### config.mk
export PLATFORM = sky130hd
export DESIGN_NAME = clkrst_sequencer
export DESIGN_NICKNAME = d
export VERILOG_FILES = /design/src/rtl/pdp8_pkg.sv /design/src/rtl/clk_en_divider.sv /design/src/rtl/clkrst_sequencer.sv
export SDC_FILE = /design/constraint.sdc
export NUM_CORES = 1
export LEC_CHECK = 0
export BUFFER_PORTS_ARGS = -buffer_cell sky130_fd_sc_hd__buf_4
export CAP_MARGIN = 20
export CORE_ASPECT_RATIO = 1.4
export CORE_MARGIN = 10
export CORE_UTILIZATION = 64
export DETAILED_ROUTE_END_ITERATION = 7
export PLACE_DENSITY_LB_ADDON = 0.05
export SYNTH_ARGS = -nofsm -noshare
export SYNTH_HDL_FRONTEND = slang
export SYNTH_SLANG_ARGS = --single-unit
### constraint.sdc
create_clock -name clk -period 5.81 [get_ports clk]
set_input_delay 0.581 -clock clk [delete_from_list [all_inputs] [get_ports clk]]
set_output_delay 0.581 -clock clk [all_outputs]
set_load 0.02 [all_outputs]
### src/rtl/pdp8_pkg.sv
// Shared types and default constants for the PDP8 clock/reset sequencer.
// Build option CLKRST_WATCHDOG_EN lives in clkrst_sequencer; nothing here depends on it.
package pdp8_pkg;

    typedef enum logic [1:0] {
        RESET   = 2'd0,
        RELEASE = 2'd1,
        RUN     = 2'd2,
        DONE    = 2'd3
    } clkrst_state_t;

    localparam int DEF_CLOCK_PERIOD   = 10;
    localparam int DEF_RESET_DURATION = 5;
    localparam int DEF_RUN_CYCLES     = 500000;
    localparam int DEF_RELEASE_GAP    = 16;

    // Gap-counter value during the last RELEASE cycle before channel k comes out of reset.
    function automatic int release_point(input int k, input int gap);
        return (k + 1) * gap - 1;
    endfunction

endpackage

### src/rtl/clk_en_divider.sv
// Per-channel clock-enable divider: one-cycle pulse every D cycles (every cycle for D<=1),
// first pulse in the first released cycle; D is resampled only at release and at each wrap.
module clk_en_divider
    import pdp8_pkg::*;
#(
    parameter int DIV_W = 8
) (
    input  logic             clk,
    input  logic             reset_n,
    input  logic             release_nxt,
    input  logic [DIV_W-1:0] ratio,
    output logic             clk_en
);

    logic             active_q;
    logic [DIV_W-1:0] ratio_q;
    logic [DIV_W-1:0] pos_q;
    logic             wrap;

    // pos_q is the position of the current cycle within the period; position 0 carries the pulse.
    assign wrap = (ratio_q <= DIV_W'(1)) || (pos_q == ratio_q - 1'b1);

    always_ff @(posedge clk or negedge reset_n) begin
        if (!reset_n) begin
            active_q <= 1'b0;
            ratio_q  <= '0;
            pos_q    <= '0;
            clk_en   <= 1'b0;
        end else begin
            active_q <= release_nxt;
            if (!release_nxt) begin
                pos_q  <= '0;
                clk_en <= 1'b0;
            end else if (!active_q || wrap) begin
                pos_q   <= '0;
                ratio_q <= ratio;
                clk_en  <= 1'b1;
            end else begin
                pos_q  <= pos_q + 1'b1;
                clk_en <= 1'b0;
            end
        end
    end

endmodule

### src/rtl/clkrst_sequencer.sv
// Clock/reset manager: synchronised reset release, staggered channel release, divided enables,
// run-cycle counter. Define CLKRST_WATCHDOG_EN to add the wd_kick/wd_timeout watchdog.
module clkrst_sequencer
    import pdp8_pkg::*;
#(
    parameter int NUM_CH      = 4,
    parameter int DIV_W       = 8,
    parameter int SYNC_STAGES = 2,
    parameter int RELEASE_GAP = DEF_RELEASE_GAP,
    parameter int CNT_W       = 32,
    parameter int RUN_CYCLES  = DEF_RUN_CYCLES,
    parameter int WD_LIMIT    = 1024
) (
    input  logic                    clk,
    input  logic                    reset_n,
    input  logic                    soft_rst_req,
    input  logic [NUM_CH*DIV_W-1:0] div_ratio,
`ifdef CLKRST_WATCHDOG_EN
    input  logic                    wd_kick,
    output logic                    wd_timeout,
`endif
    output logic [NUM_CH-1:0]       ch_rst_n,
    output logic [NUM_CH-1:0]       ch_clk_en,
    output logic                    seq_done,
    output logic [CNT_W-1:0]        cycle_count,
    output logic                    run_done,
    output clkrst_state_t           dbg_state
);

    localparam int             GAP_W      = $clog2(NUM_CH * RELEASE_GAP + 1);
    localparam int             LAST_GAP   = NUM_CH * RELEASE_GAP - 1;
    localparam logic [CNT_W-1:0] RUN_TARGET = CNT_W'(RUN_CYCLES);

    if (SYNC_STAGES < 2 || RELEASE_GAP < 1 || NUM_CH < 1 || WD_LIMIT < 1) begin : g_param_check
        $error("clkrst_sequencer: invalid parameter set");
    end

    clkrst_state_t          state;
    logic [SYNC_STAGES-1:0] sync_q;
    logic                   rst_int_n;
    logic [GAP_W-1:0]       gap_q;
    logic [NUM_CH-1:0]      rel_nxt;
    logic                   soft_go;

    // Assertion is immediate through the async clear; only release is synchronised.
    always_ff @(posedge clk or negedge reset_n) begin
        if (!reset_n) begin
            sync_q <= '0;
        end else begin
            sync_q <= {sync_q[SYNC_STAGES-2:0], 1'b1};
        end
    end

    assign rst_int_n = sync_q[SYNC_STAGES-1];
    assign dbg_state = state;

`ifdef CLKRST_WATCHDOG_EN
    localparam int WD_W = $clog2(WD_LIMIT + 1);

    logic [WD_W-1:0] wd_cnt;

    // wd_timeout is high for exactly the cycle in which the re-sequence is requested.
    always_ff @(posedge clk or negedge reset_n) begin
        if (!reset_n) begin
            wd_cnt     <= '0;
            wd_timeout <= 1'b0;
        end else if ((state == RUN || state == DONE) && !soft_go) begin
            if (wd_kick) begin
                wd_cnt     <= '0;
                wd_timeout <= 1'b0;
            end else begin
                wd_cnt     <= wd_cnt + 1'b1;
                wd_timeout <= (wd_cnt + 1'b1 == WD_W'(WD_LIMIT));
            end
        end else begin
            wd_cnt     <= '0;
            wd_timeout <= 1'b0;
        end
    end
`endif

    always_comb begin
        soft_go = soft_rst_req && (state != RESET);
`ifdef CLKRST_WATCHDOG_EN
        soft_go = soft_go || wd_timeout;
`endif
    end

    // Next value of ch_rst_n; dividers see it early so the first enable lands with the release.
    always_comb begin
        rel_nxt = ch_rst_n;
        if (!rst_int_n || soft_go) begin
            rel_nxt = '0;
        end else if (state == RELEASE) begin
            for (int k = 0; k < NUM_CH; k++) begin
                if (gap_q == GAP_W'(release_point(k, RELEASE_GAP))) begin
                    rel_nxt[k] = 1'b1;
                end
            end
        end
    end

    always_ff @(posedge clk or negedge reset_n) begin
        if (!reset_n) begin
            state       <= RESET;
            gap_q       <= '0;
            ch_rst_n    <= '0;
            seq_done    <= 1'b0;
            cycle_count <= '0;
            run_done    <= 1'b0;
        end else begin
            ch_rst_n <= rel_nxt;
            if (!rst_int_n) begin
                state       <= RESET;
                gap_q       <= '0;
                seq_done    <= 1'b0;
                cycle_count <= '0;
                run_done    <= 1'b0;
            end else if (soft_go) begin
                state       <= RELEASE;
                gap_q       <= '0;
                seq_done    <= 1'b0;
                cycle_count <= '0;
                run_done    <= 1'b0;
            end else begin
                case (state)
                    RESET: begin
                        state <= RELEASE;
                        gap_q <= '0;
                    end
                    RELEASE: begin
                        gap_q <= gap_q + 1'b1;
                        if (gap_q == GAP_W'(LAST_GAP)) begin
                            seq_done    <= 1'b1;
                            cycle_count <= '0;
                            state       <= RUN;
                        end
                    end
                    RUN: begin
                        // Saturating count; only reachable when the run is unbounded.
                        if (cycle_count != '1) begin
                            cycle_count <= cycle_count + 1'b1;
                        end
                        if (RUN_CYCLES != 0 && cycle_count + 1'b1 == RUN_TARGET) begin
                            run_done <= 1'b1;
                            state    <= DONE;
                        end
                    end
                    DONE: begin
                        state <= DONE;
                    end
                    default: begin
                        state <= RESET;
                    end
                endcase
            end
        end
    end

    for (genvar k = 0; k < NUM_CH; k++) begin : g_ch
        clk_en_divider #(
            .DIV_W(DIV_W)
        ) u_div (
            .clk         (clk),
            .reset_n     (reset_n),
            .release_nxt (rel_nxt[k]),
            .ratio       (div_ratio[k*DIV_W +: DIV_W]),
            .clk_en      (ch_clk_en[k])
        );
    end

endmodule

==> parameters.txt <==
Parameter                              Value

Run status
  Outcome ... complete, no violations

Finish
  Number of antenna repair diodes ... 0
  Final instance area ... ~8300 sq um
  Multi-input combinational cell area ... between 3000 and 4000 sq um
  Fillers ... between 700 and 800
  Post-route non-filler standard cell count ... about 1,000
  Proportion of layout cells with a drive suffix above 1 ... 0.187
  Signed area change from the synthesized netlist to the final layout ... 17.1%
  Flip-flop and latch area ... ~3000 sq um
  Final layout net count ... approximately 880
  End-of-flow core utilization ... 0.767

Placement
  Gp weighted congestion ... 0.905
  Post-placement cell count ... approximately 950
  Count of input and output buffers ... 78
  Setup slack at placement ... approximately 2.3 ns
  Cell Area, Placed ... around 7700 sq um
  DP HPWL ... ~12 mm

Yosys
  Portion of the post-synthesis area used by sequential elements ... 0.412
  Most instantiated flip-flop cell in the synthesis netlist ... sky130_fd_sc_hd__dfrtp_1
  Post-synth ARST share ... 1.00
  Number of enable-type register cells in the synthesized netlist ... 0
  Synth Net Count ... 828
  Number of register bits inferred by synthesis ... between 100 and 150
  Cell Area, Synth ... roughly 7100 sq um
  Syn avg cell area ... around 9.2 sq um
  Count of warnings emitted by yosys ... 0
  Synthesized instance count ... just under 800
  Number of distinct library cells after synthesis ... 64

Setup path
  Critical Path Stages ... 8
  Maximum fanout along the worst path ... 10
  Critical path arrival ... 3.86 ns
  Number of buffers and inverters on the critical path ... 0
  Logic depth of the worst register-to-register path ... 8
  Origin of the critical flop-to-flop path ... cycle_count[0]
  Master of the slowest instance on the critical path ... sky130_fd_sc_hd__nor4_2
  Source of the critical timing path ... cycle_count[0]
  Critical Path Sink Type ... register
  Crit path kind ... reg -> reg
  Launching element type of the critical path ... register
  Worst reg2reg endpoint ... run_done
  Capture point of the critical path ... run_done
  Register-to-register path setup slack ... ~2.3 ns
  Peak per-stage delay on the critical path ... 0.85 ns
  Top cell family by delay on the critical path ... simple AND/OR/NAND/NOR gates
  Data required time of the critical path ... between 6 and 7 ns
  Worst-path cell chain ... ha_1 > nand3_1 > nor4_2 > xnor2_1 > nand2_1 > or4_1 > or4b_1 > a21oi_1

CTS
  Clock latency of the later-clocked register in the worst-skew pair ... between 0.4 and 0.5 ns
  CTS tree ... yes
  Number of hold-repair buffers added at the cts stage ... 0
  Clk slew on worst S/H paths ... roughly 0.05 ns
  Number of sinks handled by clock tree synthesis ... ~120
  Max clock buf depth ... 2
  Number of cells upsized or downsized after cts ... 0
  Number of post-CTS setup repair buffers ... 0
  Number of CTS-inserted buffers ... 17
  Total number of H-tree levels ... 4
  CTS root buf ... sky130_fd_sc_hd__clkbuf_16

Floorplanning
  Number of top-level pins ... 79
  Area of the core region ... ~11,000 sq um
  Std cell rows ... 45
  DIE WIDTH ... ~110 um
  Initial Utilization ... 0.654
  Height of the die ... ~140 um
  Die area ... approximately 16,000 sq um

STA
  Setup repair after global routing missed its margin ... false
  Min setup slack post-route ... roughly 2.3 ns
  Achievable frequency ... between 200 and 300 MHz
  Worst slew margin relative to its limit ... 0.398
  Clock skew after layout ... between 0.01 and 0.015 ns
  Final-report hold violation count ... 0
  Final setup violating endpoints ... 0
  Final critical-path share of the clock period ... 0.608
  Smallest hold slack ... between 0.2 and 0.3 ns
  Final critical-path required period ... around 3.5 ns
  Max Transition Viols Final ... 0
  Slew at the pin with the worst max-slew slack ... slightly below 0.9 ns
  Setup TNS Final ... 0 ns

Detailed routing
  Routed Wire Length ... 17.7 mm
  First-pass iteration count of the detailed router ... 5
  Number of violations reported at the end of detailed-routing iteration 0 ... between 300 and 400
  Via density per instance ... roughly 6.2
  Remaining design rule violation count ... 0
  Count of nets left with antenna violations after detail routing ... 0
  Via count ... between 6,000 and 7,000
  Mean routed wirelength per cell ... around 18 um

Run
  Maximum Capacitance Violations ... 0

Global route
  Global-route total usage across every layer ... 0.236
  Grt total ovfl ... 0
  Antenna violations before repair ... 0
  Largest net degree at the start of global routing ... 62
  Via count of the first global-routing pass ... 6,224
  Wire length of the first global-routing pass ... ~30 mm

Worst hold path
  Path category of the worst min-delay check ... in -> async

Pwr
  Final Total Pwr ... roughly 2.3 mW
  Power per cell area ... roughly 270 nW/um^2
  Worst vdd ir ... 191 uV
  Leakage ... between 3 and 4 nW
synth_stat cells, types with 3 or more instances:
master,instances,area share
sky130_fd_sc_hd__or4b_1,3,0.0042
sky130_fd_sc_hd__and4_1,4,0.0049
sky130_fd_sc_hd__a211oi_1,3,0.0032
sky130_fd_sc_hd__a31oi_1,11,0.0097
sky130_fd_sc_hd__and3_1,18,0.016
sky130_fd_sc_hd__dfrtp_1,117,0.41
sky130_fd_sc_hd__nor2_1,87,0.046
sky130_fd_sc_hd__nor3_1,12,0.0084
sky130_fd_sc_hd__buf_2,7,0.0049
sky130_fd_sc_hd__and2_1,7,0.0062
sky130_fd_sc_hd__a21oi_1,22,0.015
sky130_fd_sc_hd__o211ai_1,10,0.011
sky130_fd_sc_hd__buf_4,9,0.0095
sky130_fd_sc_hd__xnor2_1,39,0.048
sky130_fd_sc_hd__o41ai_1,10,0.012
sky130_fd_sc_hd__xor2_1,35,0.043
sky130_fd_sc_hd__o21ai_1,5,0.0035
sky130_fd_sc_hd__ha_1,18,0.032
sky130_fd_sc_hd__nand3b_1,6,0.0063
sky130_fd_sc_hd__inv_1,26,0.014
sky130_fd_sc_hd__clkbuf_1,32,0.017
sky130_fd_sc_hd__or4_1,8,0.0084
sky130_fd_sc_hd__o21ai_0,54,0.038
sky130_fd_sc_hd__nand3_1,41,0.029
sky130_fd_sc_hd__nand2b_1,12,0.011
sky130_fd_sc_hd__o21bai_1,3,0.0032
sky130_fd_sc_hd__nand2_1,40,0.021
sky130_fd_sc_hd__nand4_1,17,0.015
sky130_fd_sc_hd__o31ai_1,20,0.021
sky130_fd_sc_hd__mux2_2,30,0.048
sky130_fd_sc_hd__mux2i_1,3,0.0042
sky130_fd_sc_hd__or3_1,7,0.0062
sky130_fd_sc_hd__nor2b_1,10,0.0088
sky130_fd_sc_hd__or2_2,3,0.0026
sky130_fd_sc_hd__nor4_1,10,0.0088
how the worst min path moves through the flow:
stage	from	endpoint	slack [ns]	cells past startpoint
5_1_grt	reset_n	g_ch[1].u_div.clk_en	0.32	1
4_1_cts	reset_n	g_ch[3].u_div.ratio_q[3]	0.28	1
2_1_floorplan	reset_n	ch_rst_n[0]	0.29	0
3_3_place_gp	sync_q[0]	sync_q[1]	0.34	0
3_5_place_dp	sync_q[0]	sync_q[1]	0.35	0
6_report	reset_n	g_ch[1].u_div.pos_q[3]	0.26	1
cells in the final DEF (no fill, tap or decap), drive strengths merged, types with 5 or more instances in the layout:
master / count
a21oi: 22
o41ai: 10
dfrtp: 117
nand4: 18
ha: 18
or3: 8
a31oi: 11
nand2b: 12
o21ai: 59
nor2b: 10
bufinv: 5
mux2: 30
xor2: 35
buf: 81
or4: 9
nor2: 87
nor3: 13
inv: 26
xnor2: 39
and3: 18
nor4: 13
and2: 7
nand2: 40
o31ai: 20
nand3: 43
clkbuf: 23
o211ai: 10
nand3b: 6
registers in the layout (all words and copies together) (netlist names):
signal              cells
g_ch.u_div.pos_q       32
run_done                1
gap_q                   7
seq_done                1
g_ch.u_div.ratio_q     32
ch_rst_n                4
sync_q                  2
cycle_count            32
dbg_state               2
g_ch.u_div.clk_en       4
cell families (layout without fill, tap and decap cells):
family                     Yosys count  count (layout)  synth area share
other                                1               1          0.000527
adders and majority gates           18              18            0.0317
xor gates and xnor gates            74              74            0.0911
DFF                                117             117             0.412
buffers and inverters               75             139            0.0466
and+or+nand+nor                    300             300             0.226
AOI/OAI and AO/OA                  157             157             0.140
muxes                               33              33            0.0517
report_power, final:
| group | internal, mW | switching, mW | leakage, nW |
|---|---|---|---|
| registers | 0.827 | 0.0141 | 1.61 |
| logic | 0.0785 | 0.166 | 1.83 |
| clock network | 0.815 | 0.365 | 0.333 |
| total | 1.72 | 0.546 | 3.78 |
layer usage:
metal  wire length, um  track usage  part of all wire  vias to the layer above
li1                  -            -                 -                     2870
met1              6620        0.263              0.37                     2942
met2              9580        0.420              0.54                      211
met3               968       0.0460             0.055                       44
met4               493        0.108             0.028                        0
met5                 0            0                 0                        -
area by class of cell:
cell class                 count  share of cell area
clock buffer                  23              0.0598
clock inverter                 9              0.0204
inverter                      26              0.0117
multi-input combinational    583               0.462
sequential                   117               0.351
tap                          141              0.0212
timing repair buffer          81              0.0730
Power figures use the tool's default switching activity.
